`src/rtl/lc3_mem_pkg.sv`:
```
// Shared types and constants for the LC-3 memory/I-O controller.
// The optional keyboard interrupt enable is controlled by LC3_MEMCTL_IRQ_EN.
package lc3_mem_pkg;

    typedef enum logic [2:0] {
        IDLE,
        ACCESS,
        WAIT,
        IO,
        DONE
    } state_t;

    typedef enum logic [2:0] {
        SEL_NONE,
        SEL_KBSR,
        SEL_KBDR,
        SEL_DSR,
        SEL_DDR
    } io_sel_t;

    localparam logic [15:0] ADDR_KBSR = 16'hFE00;
    localparam logic [15:0] ADDR_KBDR = 16'hFE02;
    localparam logic [15:0] ADDR_DSR  = 16'hFE04;
    localparam logic [15:0] ADDR_DDR  = 16'hFE06;

    function automatic io_sel_t decode_io(input logic [15:0] addr);
        io_sel_t sel;
        case (addr)
            ADDR_KBSR: sel = SEL_KBSR;
            ADDR_KBDR: sel = SEL_KBDR;
            ADDR_DSR:  sel = SEL_DSR;
            ADDR_DDR:  sel = SEL_DDR;
            default:   sel = SEL_NONE;
        endcase
        return sel;
    endfunction

endpackage

```
`src/rtl/lc3_io_regs.sv`:
```
// Keyboard/display device registers and their handshakes.
// With LC3_MEMCTL_IRQ_EN defined, KBSR[14] is a writable interrupt enable.
module lc3_io_regs
    import lc3_mem_pkg::*;
(
    input  logic        clk,
    input  logic        srst,
    input  logic        kb_valid,
    input  logic [7:0]  kb_data,
    input  logic        dsp_ready,
    input  logic        rd_kbdr,
    input  logic        wr_kbsr,
    input  logic        wr_ddr,
    input  logic [15:0] wr_data,
    output logic [15:0] kbsr,
    output logic [15:0] kbdr,
    output logic [15:0] dsr,
    output logic [15:0] ddr,
    output logic        dsp_valid,
    output logic [7:0]  dsp_data,
    output logic        kb_irq
);

    logic        kb_ready_reg;
    logic [15:0] kbdr_reg;
    logic [15:0] ddr_reg;
    logic        dsp_valid_reg;
    logic        irq_en;

    always_ff @(posedge clk) begin
        if (srst) begin
            kb_ready_reg  <= 1'b0;
            kbdr_reg      <= 16'h0000;
            ddr_reg       <= 16'h0000;
            dsp_valid_reg <= 1'b0;
        end else begin
            // A new character beats a simultaneous KBDR read, so it is never lost.
            if (kb_valid) begin
                kb_ready_reg <= 1'b1;
                kbdr_reg     <= {8'h00, kb_data};
            end else if (rd_kbdr) begin
                kb_ready_reg <= 1'b0;
            end

            if (wr_ddr && !dsp_valid_reg) begin
                ddr_reg       <= wr_data;
                dsp_valid_reg <= 1'b1;
            end else if (dsp_valid_reg && dsp_ready) begin
                dsp_valid_reg <= 1'b0;
            end
        end
    end

`ifdef LC3_MEMCTL_IRQ_EN
    logic irq_en_reg;

    always_ff @(posedge clk) begin
        if (srst) begin
            irq_en_reg <= 1'b0;
        end else if (wr_kbsr) begin
            irq_en_reg <= wr_data[14];
        end
    end

    assign irq_en = irq_en_reg;
    assign kb_irq = kb_ready_reg & irq_en_reg;
`else
    logic unused_kbsr_wr;

    assign unused_kbsr_wr = wr_kbsr;
    assign irq_en         = 1'b0;
    assign kb_irq         = 1'b0;
`endif

    assign kbsr      = {kb_ready_reg, irq_en, 14'h0000};
    assign kbdr      = kbdr_reg;
    assign dsr       = {!dsp_valid_reg, 15'h0000};
    assign ddr       = ddr_reg;
    assign dsp_valid = dsp_valid_reg;
    assign dsp_data  = ddr_reg[7:0];

endmodule

```
`src/rtl/lc3_mem_ctrl.sv`:
```
// LC-3 memory/I-O controller: decodes MAR, sequences memory and device
// accesses, returns R. Optional feature macro: LC3_MEMCTL_IRQ_EN.
module lc3_mem_ctrl
    import lc3_mem_pkg::*;
#(
    parameter int MEM_AW      = 7,
    parameter int WAIT_CYCLES = 0
) (
    input  logic              clk,
    input  logic              rst,
    input  logic              mio_en,
    input  logic              r_w,
    input  logic [15:0]       mar,
    input  logic [15:0]       mdr_in,
    output logic [15:0]       mdr_out,
    output logic              ready,
    output logic              err,
    output logic              mem_we,
    output logic              mem_re,
    output logic [MEM_AW-1:0] mem_addr,
    output logic [15:0]       mem_d,
    input  logic [15:0]       mem_q,
    input  logic              kb_valid,
    input  logic [7:0]        kb_data,
    output logic              dsp_valid,
    output logic [7:0]        dsp_data,
    input  logic              dsp_ready,
    output logic              kb_irq
);

    state_t            state_reg, state_next;
    logic [MEM_AW-1:0] mar_reg;
    logic              rw_reg;
    logic [15:0]       mdr_reg;
    io_sel_t           sel_reg;
    logic              err_reg;
    logic [3:0]        wait_cnt_reg;
    logic [15:0]       mdr_out_reg;

    logic              is_mem;
    io_sel_t           sel_in;
    logic [15:0]       io_rdata;
    logic [15:0]       kbsr, kbdr, dsr, ddr;
    logic              rd_kbdr, wr_kbsr, wr_ddr;

    assign is_mem = (mar[15:MEM_AW] == '0);
    assign sel_in = decode_io(mar);

    always_comb begin
        state_next = state_reg;
        case (state_reg)
            IDLE:    if (mio_en) state_next = is_mem ? ACCESS : IO;
            ACCESS:  state_next = WAIT;
            WAIT:    if (wait_cnt_reg == 4'd0) state_next = DONE;
            IO:      state_next = DONE;
            DONE:    state_next = IDLE;
            default: state_next = IDLE;
        endcase
    end

    always_ff @(posedge clk) begin
        if (rst) begin
            state_reg    <= IDLE;
            mar_reg      <= '0;
            rw_reg       <= 1'b0;
            mdr_reg      <= 16'h0000;
            sel_reg      <= SEL_NONE;
            err_reg      <= 1'b0;
            wait_cnt_reg <= 4'd0;
            mdr_out_reg  <= 16'h0000;
        end else begin
            state_reg <= state_next;
            case (state_reg)
                IDLE: begin
                    if (mio_en) begin
                        mar_reg <= mar[MEM_AW-1:0];
                        rw_reg  <= r_w;
                        mdr_reg <= mdr_in;
                        sel_reg <= sel_in;
                        err_reg <= !is_mem && (sel_in == SEL_NONE);
                    end
                end
                ACCESS: wait_cnt_reg <= 4'(WAIT_CYCLES);
                WAIT: begin
                    if (wait_cnt_reg == 4'd0) begin
                        if (!rw_reg) mdr_out_reg <= mem_q;
                    end else begin
                        wait_cnt_reg <= wait_cnt_reg - 4'd1;
                    end
                end
                IO: begin
                    if (!rw_reg) mdr_out_reg <= io_rdata;
                    // Display still busy: the DDR write is dropped and reported.
                    if (rw_reg && (sel_reg == SEL_DDR) && dsp_valid) err_reg <= 1'b1;
                end
                default: ;
            endcase
        end
    end

    always_comb begin
        io_rdata = 16'h0000;
        case (sel_reg)
            SEL_KBSR: io_rdata = kbsr;
            SEL_KBDR: io_rdata = kbdr;
            SEL_DSR:  io_rdata = dsr;
            SEL_DDR:  io_rdata = ddr;
            default:  io_rdata = 16'h0000;
        endcase
    end

    assign rd_kbdr = (state_reg == IO) && !rw_reg && (sel_reg == SEL_KBDR);
    assign wr_kbsr = (state_reg == IO) && rw_reg && (sel_reg == SEL_KBSR);
    assign wr_ddr  = (state_reg == IO) && rw_reg && (sel_reg == SEL_DDR);

    lc3_io_regs u_io_regs (
        .clk       (clk),
        .srst      (rst),
        .kb_valid  (kb_valid),
        .kb_data   (kb_data),
        .dsp_ready (dsp_ready),
        .rd_kbdr   (rd_kbdr),
        .wr_kbsr   (wr_kbsr),
        .wr_ddr    (wr_ddr),
        .wr_data   (mdr_reg),
        .kbsr      (kbsr),
        .kbdr      (kbdr),
        .dsr       (dsr),
        .ddr       (ddr),
        .dsp_valid (dsp_valid),
        .dsp_data  (dsp_data),
        .kb_irq    (kb_irq)
    );

    assign mem_we   = (state_reg == ACCESS) && rw_reg;
    assign mem_re   = (state_reg == ACCESS) && !rw_reg;
    assign mem_addr = mar_reg;
    assign mem_d    = mdr_reg;
    assign mdr_out  = mdr_out_reg;
    assign ready    = (state_reg == DONE);
    assign err      = (state_reg == DONE) && err_reg;

endmodule

```
`config.mk`:
```
export PLATFORM = sky130hd
export DESIGN_NAME = lc3_mem_ctrl
export DESIGN_NICKNAME = d
export VERILOG_FILES = /design/src/rtl/lc3_mem_pkg.sv /design/src/rtl/lc3_io_regs.sv /design/src/rtl/lc3_mem_ctrl.sv
export SDC_FILE = /design/constraint.sdc
export NUM_CORES = 1
export LEC_CHECK = 0
export BUFFER_PORTS_ARGS = -buffer_cell sky130_fd_sc_hd__buf_2
export CAP_MARGIN = 20
export CORE_MARGIN = 2
export CORE_UTILIZATION = 50
export DETAILED_ROUTE_END_ITERATION = 12
export GPL_ROUTABILITY_DRIVEN = 1
export GPL_TIMING_DRIVEN = 0
export PLACE_DENSITY = 0.88
export SLEW_MARGIN = 20
export SYNTH_ARGS = -nofsm -noshare
export SYNTH_HDL_FRONTEND = slang
export SYNTH_SLANG_ARGS = --single-unit
```
`constraint.sdc`:
```
create_clock -name clk -period 2.6 [get_ports clk]
set_clock_uncertainty 0.1 [all_clocks]
set_input_delay 0.52 -clock clk [delete_from_list [all_inputs] [get_ports clk]]
set_output_delay 0.52 -clock clk [all_outputs]
set_load 0.01 [all_outputs]
```
# == Word level (Yosys, flattened, before mapping) ==
# Index checks and enable logic that the tools add are counted.
# classes
n_addsub,1
n_eq_ne,18
mux,19
n_reduce_logical,29
# op_table
operator,count
16-bit equality test (second input constant),4
16-bit one-hot mux with 4 select lines,1
16-bit two-way mux,3
16-bit one-hot mux with 2 select lines,1
3-bit one-hot mux with 4 select lines,2
3-bit by 2-bit equality test with 1-bit output (second input constant),4
1-bit logical AND,12
2-bit inequality test (second input constant),6
2-bit nonzero test,5
9-bit zero test,1
4-bit one-hot mux with 2 select lines,1
3-bit by 1-bit equality test with 1-bit output (second input constant),2
3-bit equality test (second input constant),2
3-bit zero test,2
1-bit two-way mux,6
3-bit two-way mux,2
2-bit AND reduction,3
4-bit zero test,1
4-bit two-way mux,1
4-bit AND reduction,1
4-bit by 1-bit subtractor with 4-bit output (second input constant),1
1-bit zero test,3
3-bit AND reduction,1
2-bit two-way mux,1
1-bit one-hot mux with 2 select lines,1
# word_totals
ff_bits,77
word_cells,79

# == Depth between registers and ports, before layout ==
# Gate-level depths: netlist of the first run.
# depth
depth_word,6
mapped_depth,8
depth_no_buf,6

# == Modules after synthesis ==
# A second synthesis of the first run with hierarchy kept.
# unflattened
hier_cells,476
hier_area_um2,4191.5
# modules_own_cells
mod,n_inst,cells_per_inst,area_each_um2
lc3_mem_ctrl,1,321,2693.8
lc3_io_regs,1,155,1497.7

# == Least setup slack after synthesis of the first run ==
# Ideal clock, no wire load.
# synth_path
path_type,reg2reg
from,register wait_cnt_reg[0]
to,register mdr_out_reg[12] (netlist: mdr_out[12])
setup_ps,80
t_arrival_ps,1884
t_required_ps,2420
setup_slack_ps,536
path_stages_with_launch,9
path_cell_list,dfxtp_1 -> inv_1 -> ha_1 -> or3b_1 -> buf_2 -> a2111oi_4 -> buf_6 -> nor2_1 -> a211oi_2
# synth_between
elab_chain_len,3
# synth_lines
item,line,source
from (decl),lc3_mem_ctrl.sv:37,logic [3:0] wait_cnt_reg;
from (signal assigned),lc3_mem_ctrl.sv:83,ACCESS: wait_cnt_reg <= 4'(WAIT_CYCLES);
from (signal assigned),lc3_mem_ctrl.sv:88,wait_cnt_reg <= wait_cnt_reg - 4'd1;
4-bit zero test,lc3_mem_ctrl.sv:85,if (wait_cnt_reg == 4'd0) begin
2-bit inequality test (no source line),-,
4-bit AND reduction (no source line),-,
to (signal assigned),lc3_mem_ctrl.sv:86,if (!rw_reg) mdr_out_reg <= mem_q;
to (signal assigned),lc3_mem_ctrl.sv:92,if (!rw_reg) mdr_out_reg <= io_rdata;
to (decl),lc3_mem_ctrl.sv:38,logic [15:0] mdr_out_reg;
# No other way between the ends.
# A chain may end at the register's enable or synchronous reset.

# == Worst setup path in the final report of the first run ==
# Same ends and word-level chain as after synthesis.

==> flow_summary.yaml, run 1 <==
power_and_ir_drop:
  seqPwrFrac_pct: 50.3
  combPwrFrac_pct: 14.9
  p_total_w: 0.002554
  power.switching_w: 0.0006800
  swShare_pct: 26.63
  peakVddDrop_uv: 500.6
  power_density_nw_per_um2: 610.6
  clkPwrFrac_pct: 34.7
  leakagePower_nw: 1.787
  p_int_w: 0.001874
placed_design:
  place_ws_ps: 255.7
  dp.cells: 562
  gp_congestion: 0.8601
  place_hpwl_um: 6314
  portBuffers: 112
final_layout:
  layout.nets: 560
  drive_gt1_share_pct: 32.34
  finish.utilization_pct: 65.50
  areaGrowthSynthToFinish_pct: 25.49
  antenna-diode-count: 0
  stdcell_count: 578
clocking:
  h-tree-depth: 3
  clkTransAtPathRegs_ps: 80
  cts_sinks: 77
  cts_buffers: 9
  cts_hold_buffers: 0
  clk_latency_ps: 340
  cts_tree: "built"
  cts_resized: 0
  post-cts-setup-buffer-count: 0
  root_buffer: "clkbuf_8"
  ctsLongestPathBuffers: 2
global_routing:
  globalRouteTotalUtil_pct: 22.95
  antenna_found_initial: 0
  grt_max_degree: 13
  grt_pass1_wl_um: 13370
  grt-ovfl-total: 0
  first_global_vias: 2902
die:
  die_w_um: 85.65
  num_rows: 29
  core_area_um2: 6386
  initial_core_util_pct: 52.19
  die_h_um: 85.65
  die-area_um2: 7335
  io_pins: 115
run:
  maxCapViolations: 0
worst_hold_path:
  hold_depth: 3
  min_path_type: "in2reg"
  hp-start: "mdr_in[2]"
  min_to: "mem_d[2]"
yosys:
  yosysMostFrequentCell: "dfxtp_1"
  syn_avg_cell_area_um2: 8.936
  synthesis.nets: 437
  netlist_area_um2: 3333
  synth.largest_area_cell: "dfxtp_1"
  synth_top_area_share_pct: 46.25
  yosysUniqueCellTypes: 43
  ys_top_cells_by_area: "dfxtp_1 46%, mux2i_1 7.2%, nand2_1 6.1%"
  synth_edf_count: 0
  synthFlopType: "dfxtp_1"
  ys_seq_area_share_pct: 46.25
  ys_warn_count: 0
  synth_common_cells: "77 x dfxtp_1, 54 x nand2_1, 51 x nor2_1"
  netlist_instances: 373
  ys_async_sr_fraction_pct: 0
  synth_seq_cells: 77
timing:
  fin_ws_ps: 230.2
  min_period_over_period_pct: 91.15
  tightest_slew_ps: 661.6
  setup_viol: 0
  final_hold_viol_count: 0
  min_period_ps: 2370
  fmax_mhz: 422.0
  rsz0062_at_grt: "false"
  tns_ps: 0
  slew_viol_final: 0
  slew_headroom_pct: 55.89
detailed_routing:
  vias: 3019
  drt_iter0_markers: 108
  wire_per_inst_um: 14.32
  dr.pass1.iters: 4
  drc: 0
  drt-vias-per-instance: 5.223
  ant_nets: 0
  drt-total-wl_um: 8275
worst_setup_path:
  worst_r2r_path_depth: 8
  worstSetupPathType: "reg2reg"
  r2r_slack_ps: 230
  path_max_fanout: 10
  reg2reg_to: "mdr_out[12]"
  cp.required_ps: 2760
  worstReg2RegStart: "wait_cnt_reg[0]"
  endpoint_kind: "flip-flop"
  crit_path_start_kind: "flip-flop"
  cp_data_arrival_time_ps: 2530
  critical_path.startpoint: "wait_cnt_reg[0]"
status:
  outcome: "finished clean"
power by group through the flow:
stage | logic, W | clock network (W) | registers [W]
global placement | 0.000372 | 0 | 0.00131
floorplan | 0.000207 | 0 | 0.00133
CTS | 0.000383 | 0.000891 | 0.00129
finish | 0.000382 | 0.000887 | 0.00129
global route | 0.000420 | 0.000948 | 0.00129
detailed placement | 0.000381 | 0 | 0.00131
routing by layer:
| metal | wire length (µm) | GRT usage, % | part of all wire [%] |
|---|---|---|---|
| met3 | 561 | 5.582 | 6.8 |
| met1 | 3634 | 29.13 | 44 |
| met2 | 3973 | 39.35 | 48 |
| met5 | 0 | 0 | 0 |
| met4 | 105 | 5.628 | 1.3 |
worst max-delay path by stage:
stage,endpoint,slack (ps),cells after the start
final,mdr_out[12],230,8
after global routing,mdr_out[8],140,8
after CTS,mdr_out[13],240,8
after detailed placement,mdr_out[12],260,8
after global placement,mdr_out[7],350,7
after floorplan,mdr_out[12],540,8
stage by stage:
step / cell area, µm² / hold WS (ps)
4_1_cts: 4183 / 308.1
3_3_place_gp: 3990 / 338.8
3_5_place_dp: 3990 / 343.9
2_1_floorplan: 3333 / 357.4
6_report: 4183 / 312.4
5_1_grt: 4183 / 312.0
placed cells by master, fill, tap and decap left out, drive strengths merged, types with 2 or more instances in the layout:
master / count
a2111oi: 3
a211oi: 18
a21oi: 32
a22oi: 16
a2bb2oi: 8
and2: 3
and3: 2
buf: 133
clkbuf: 28
clkinv: 2
dfxtp: 77
ha: 2
inv: 6
mux2i: 24
nand2: 54
nand2b: 5
nand4: 3
nor2: 51
nor2b: 2
nor3: 7
nor4: 3
or3: 3
or3b: 2
xor2: 2
worst max-delay path, cell delays in order, from the launching register on:
cell	delay, ps
dfxtp_1	350
inv_1	120
ha_1	140
or3b_1	340
buf_2	180
a2111oi_4	570
buf_6	230
nor2_1	70
a211oi_2	190
cells by family (layout without fill, tap and decap cells):
group,count (synthesis),in the layout,synth area share [%]
xor+xnor,3,3,0.7884
fa+ha+maj,2,2,0.7506
simple gates,142,142,19.22
compound gates,81,81,18.88
flops,77,77,46.25
buf+inv,43,171,6.794
mux,24,24,7.207
other cells,1,1,0.1125
area by class of cell:
cell class	count	area, µm²
inverter	6	22.52
fill	524	2203
timing repair buffer	112	560.5
sequential	77	1541
multi-input combinational	253	1565
tap	77	96.34
clock buffer	12	145.1
clock inverter	4	47.55
buffer	37	203.9
(Power assumes the default switching activity.)
==> run 2, diff against run 1 <==
--- a/config.mk
+++ b/config.mk
@@ -7,11 +7,10 @@
 export LEC_CHECK = 0
 export BUFFER_PORTS_ARGS = -buffer_cell sky130_fd_sc_hd__buf_2
 export CAP_MARGIN = 20
-export CORE_MARGIN = 2
+export CORE_MARGIN = 4
 export CORE_UTILIZATION = 50
 export DETAILED_ROUTE_END_ITERATION = 12
 export GPL_ROUTABILITY_DRIVEN = 1
-export GPL_TIMING_DRIVEN = 0
 export PLACE_DENSITY = 0.88
 export SLEW_MARGIN = 20
 export SYNTH_ARGS = -nofsm -noshare
==> flow_summary.yaml, run 2 (synthesis results as in run 1) <==
worst_setup_path:
  worstSetupPathType: "reg2reg"
  worst_r2r_path_depth: 7
  endpoint_kind: "flip-flop"
  r2r_slack_ps: 330
  reg2reg_to: "mdr_out[11]"
  worstReg2RegStart: "wait_cnt_reg[0]"
  crit_path_start_kind: "flip-flop"
  critical_path.startpoint: "wait_cnt_reg[0]"
  cp.required_ps: 2760
  cp_data_arrival_time_ps: 2430
  path_max_fanout: 32
  crit_end: "mdr_out[11]"
detailed_routing:
  met3_length_um: 617
  dr.max_layer_used: "met4"
  route.met2.wl_um: 3979
  drt-total-wl_um: 8137
  vias: 2954
  drt-vias-per-instance: 5.361
  dr.pass1.iters: 4
  drt_iter0_markers: 117
  m1WireLength_um: 3466
  ant_nets: 0
  wire_per_inst_um: 14.77
  drc: 0
clocking:
  cts_resized: 0
  h-tree-depth: 3
  clkTransAtPathRegs_ps: 80
  cts_tree: "built"
  cts_buffers: 9
  ctsLongestPathBuffers: 2
  clk_latency_ps: 350
  cts_hold_buffers: 0
  cts_sinks: 77
  root_buffer: "clkbuf_8"
  post-cts-setup-buffer-count: 0
worst_hold_path:
  min_path_type: "in2reg"
timing:
  rsz0062_at_grt: "false"
  min_period_ps: 2265
  slew_headroom_pct: 58.81
  min_period_over_period_pct: 87.13
  tightest_slew_ps: 616.5
  fmax_mhz: 441.4
  slew_viol_final: 0
  setup_viol: 0
  tns_ps: 0
  final_hold_viol_count: 0
die:
  die-area_um2: 8036
  die_w_um: 89.65
  num_rows: 29
  io_pins: 115
  initial_core_util_pct: 51.90
  core_area_um2: 6422
  die_h_um: 89.65
power_and_ir_drop:
  power_density_nw_per_um2: 622.8
  leakagePower_nw: 1.715
  peakVddDrop_uv: 470.7
global_routing:
  grt-ovfl-total: 0
  grt_max_degree: 33
  first_global_vias: 2786
  antenna_found_initial: 0
  globalRouteTotalUtil_pct: 20.51
  grt_pass1_wl_um: 12750
placed_design:
  gp_congestion: 0.8520
  dp.cells: 535
  place_hpwl_um: 6074
  portBuffers: 113
final_layout:
  final_common_cell: "buf_2"
  drive_gt1_share_pct: 32.91
  layout.nets: 533
  stdcell_count: 551
  layout_common_cells: "113 x buf_2, 77 x dfxtp_1, 54 x nand2_1"
  antenna-diode-count: 0
  areaGrowthSynthToFinish_pct: 22.07
  finish.utilization_pct: 63.35
status:
  outcome: "finished clean"
run:
  maxCapViolations: 0
## run 2: cell types whose count changed in the layout (fill, tap and decap cells not counted), sizes merged
| cell | previous run | this run |
|---|---|---|
| buf | 133 | 122 |
| clkinvlp | 1 | 2 |
| clkinv | 2 | 3 |
| clkbuf | 28 | 10 |
## run 2: report_power, final
| part | internal, W | switching, W | total [W] |
|---|---|---|---|
| clock | 0.000442 | 0.000438 | 0.000880 |
| sequential | 0.00125 | 0.0000480 | 0.00129 |
| combinational | 0.000156 | 0.000205 | 0.000361 |
| total | 0.00184 | 0.000691 | 0.00253 |
## run 2: worst max-delay path: stages (launching register included)
cell and delay (ps):
dfxtp_1 340, inv_1 100, ha_1 150, or3b_1 500, a2111oi_4 460, buf_12 240, nor2_1 70, a211oi_2 200
## run 2: area by class of cell
type	count	area (µm²)
Clock buffer	10	127.6
Clock inverter	6	63.81
Fill cell	553	2354
Inverter	6	22.52
Multi-Input combinational cell	253	1572
Sequential cell	77	1541
Tap cell	77	96.34
Timing Repair Buffer	122	645.6
## run 2: per-stage QoR
step                power, W  hold WS, ps  cell area, µm²  worst slack (ps)
finish              0.002534        303.7            4069             334.6
floorplan           0.001538        357.4            3333             536.2
global route        0.002657        301.6            4069             168.6
global placement    0.001669        341.9            3877             488.3
detailed placement  0.001684        345.6            3877             383.1
CTS                 0.002553        294.3            4069             342.5
## run 2: routing by layer
layer	track usage [%]	vias up
met4	6.901	0
met3	4.653	9
met5	0	-
met2	35.64	109
met1	24.94	1354
li1	-	1482
## run 2: worst min path at each step
stage / endpoint / cells after the start / slack [ps] / start
after global placement: mem_addr[5] / 2 / 340 / mem_addr[5]
after floorplan: u_io_regs.kb_ready_reg / 2 / 360 / u_io_regs.kb_ready_reg
after global routing: mem_d[5] / 3 / 300 / mdr_in[5]
final: mem_d[9] / 3 / 300 / mdr_in[9]
after CTS: mem_d[9] / 3 / 290 / mdr_in[9]
after detailed placement: mem_addr[5] / 2 / 350 / mem_addr[5]
==> run 3, diff against run 2 <==
--- a/config.mk
+++ b/config.mk
@@ -12,6 +12,7 @@
 export DETAILED_ROUTE_END_ITERATION = 12
 export GPL_ROUTABILITY_DRIVEN = 1
 export PLACE_DENSITY = 0.88
+export RECOVER_POWER = 50
 export SLEW_MARGIN = 20
 export SYNTH_ARGS = -nofsm -noshare
 export SYNTH_HDL_FRONTEND = slang
==> flow_summary.yaml, run 3 (synthesis results as in run 1) <==
clocking:
  cts_hold_buffers: 0
  cts_tree: "built"
  clk_latency_ps: 350
  ctsLongestPathBuffers: 2
  cts_buffers: 9
  clkTransAtPathRegs_ps: 80
  h-tree-depth: 3
  post-cts-setup-buffer-count: 0
  cts_sinks: 77
  cts_resized: 0
  root_buffer: "clkbuf_8"
final_layout:
  antenna-diode-count: 0
  fillerInstances: 583
  final_common_cell: "dfxtp_1"
  layout.nets: 533
  finish.utilization_pct: 62.36
  stdcell_count: 551
  layout_common_cells: "77 x dfxtp_1, 64 x buf_2, 54 x nand2_1"
  post-route-cell-area_um2: 4005
  areaGrowthSynthToFinish_pct: 20.16
  drive_gt1_share_pct: 22.57
placed_design:
  place_hpwl_um: 6074
  placedInstanceArea_um2: 3877
  dp.cells: 535
  gp_congestion: 0.8520
  portBuffers: 113
global_routing:
  first_global_vias: 2786
  globalRouteTotalUtil_pct: 20.51
  grt-ovfl-total: 0
  antenna_found_initial: 0
  grt_max_degree: 33
  grt_pass1_wl_um: 12750
timing:
  fmax_mhz: 439.8
  final_hold_viol_count: 0
  tightest_slew_ps: 1440
  tns_ps: 0
  slew_viol_final: 0
  slew_headroom_pct: 3.975
  setup_viol: 0
  whs_ps: 306.5
  min_period_ps: 2274
  rsz0062_at_grt: "false"
  min_period_over_period_pct: 87.45
detailed_routing:
  drt_iter0_markers: 132
  dr.pass1.iters: 5
  drc: 0
  ant_nets: 0
  drt-vias-per-instance: 5.374
  drt-total-wl_um: 8186
  vias: 2961
  wire_per_inst_um: 14.86
status:
  outcome: "finished clean"
worst_setup_path:
  path_max_fanout: 32
  crit_path_max_incr_delay_ps: 500
  worstSetupPathType: "reg2reg"
  cp_num_buf_inv: 2
  cpLargestDelayFamily: "compound AO/OA/AOI/OAI gates"
  cp.required_ps: 2760
  crit_slowest_cell: "or3b_1"
  endpoint_kind: "flip-flop"
  crit_chain: "inv_1, ha_1, or3b_1, a2111oi_4, buf_12, nor2_1, a211oi_2"
  cp_data_arrival_time_ps: 2430
  crit_path_start_kind: "flip-flop"
die:
  num_rows: 29
  die_h_um: 89.65
  io_pins: 115
  die-area_um2: 8036
  die_w_um: 89.65
  core_area_um2: 6422
  initial_core_util_pct: 51.90
power_and_ir_drop:
  power_density_nw_per_um2: 629.9
  leakagePower_nw: 1.514
  peakVddDrop_uv: 466.7
worst_hold_path:
  min_path_type: "in2reg"
run:
  maxCapViolations: 0
[run 3: cell count changes in the layout (fill, tap and decap cells not counted), sizes merged]
cell	before	now
buf	122	72
clkbuf	10	60
[run 3: final timing paths]
check                                startpoint          end  slack (ps)  depth (start not counted)
worst max-delay path            wait_cnt_reg[0]   mdr_out[5]         330                          7
worst min-delay path                  mdr_in[9]     mem_d[9]         310                          3
worst max register to register  wait_cnt_reg[0]   mdr_out[5]         330                          7
worst min register to register      mem_addr[5]  mem_addr[5]         360                          2
[run 3: power breakdown]
part	total [W]	switching, W	internal, W
Sequential	0.00130	0.0000496	0.00125
Clock	0.000880	0.000438	0.000442
Combinational	0.000348	0.000206	0.000142
[run 3: per-stage QoR]
stage,setup slack [ps],total power [W]
finish,326.2,0.002523
global route,161.0,0.002644
CTS,342.5,0.002553
detailed placement,383.1,0.001684
global placement,488.3,0.001669
floorplan,536.2,0.001538
[run 3: layout make-up]
class,count,area [µm²],area share (%)
Multi-Input combinational cell,253,1572,39.24
Sequential cell,77,1541,38.49
Timing Repair Buffer,122,581.8,14.53
Clock buffer,10,127.6,3.186
Tap cell,77,96.34,2.405
Clock inverter,6,63.81,1.593
Inverter,6,22.52,0.5623
[run 3: worst register-to-register path, delay by kind of cell, from the launching register on]
kind	cells	cell delay, ps
AND/OR/NAND/NOR	2	580
adder cells (fa/ha/maj)	1	150
AO/OA/AOI/OAI	2	670
flip-flops	1	340
buffers and inverters	2	340
[run 3: layer usage]
layer,vias up,GRT usage (%),wire [µm]
met2,122,35.64,3964
met1,1351,24.94,3504
met3,8,4.653,623
li1,1480,-,-
met5,-,0,0
met4,0,6.901,93
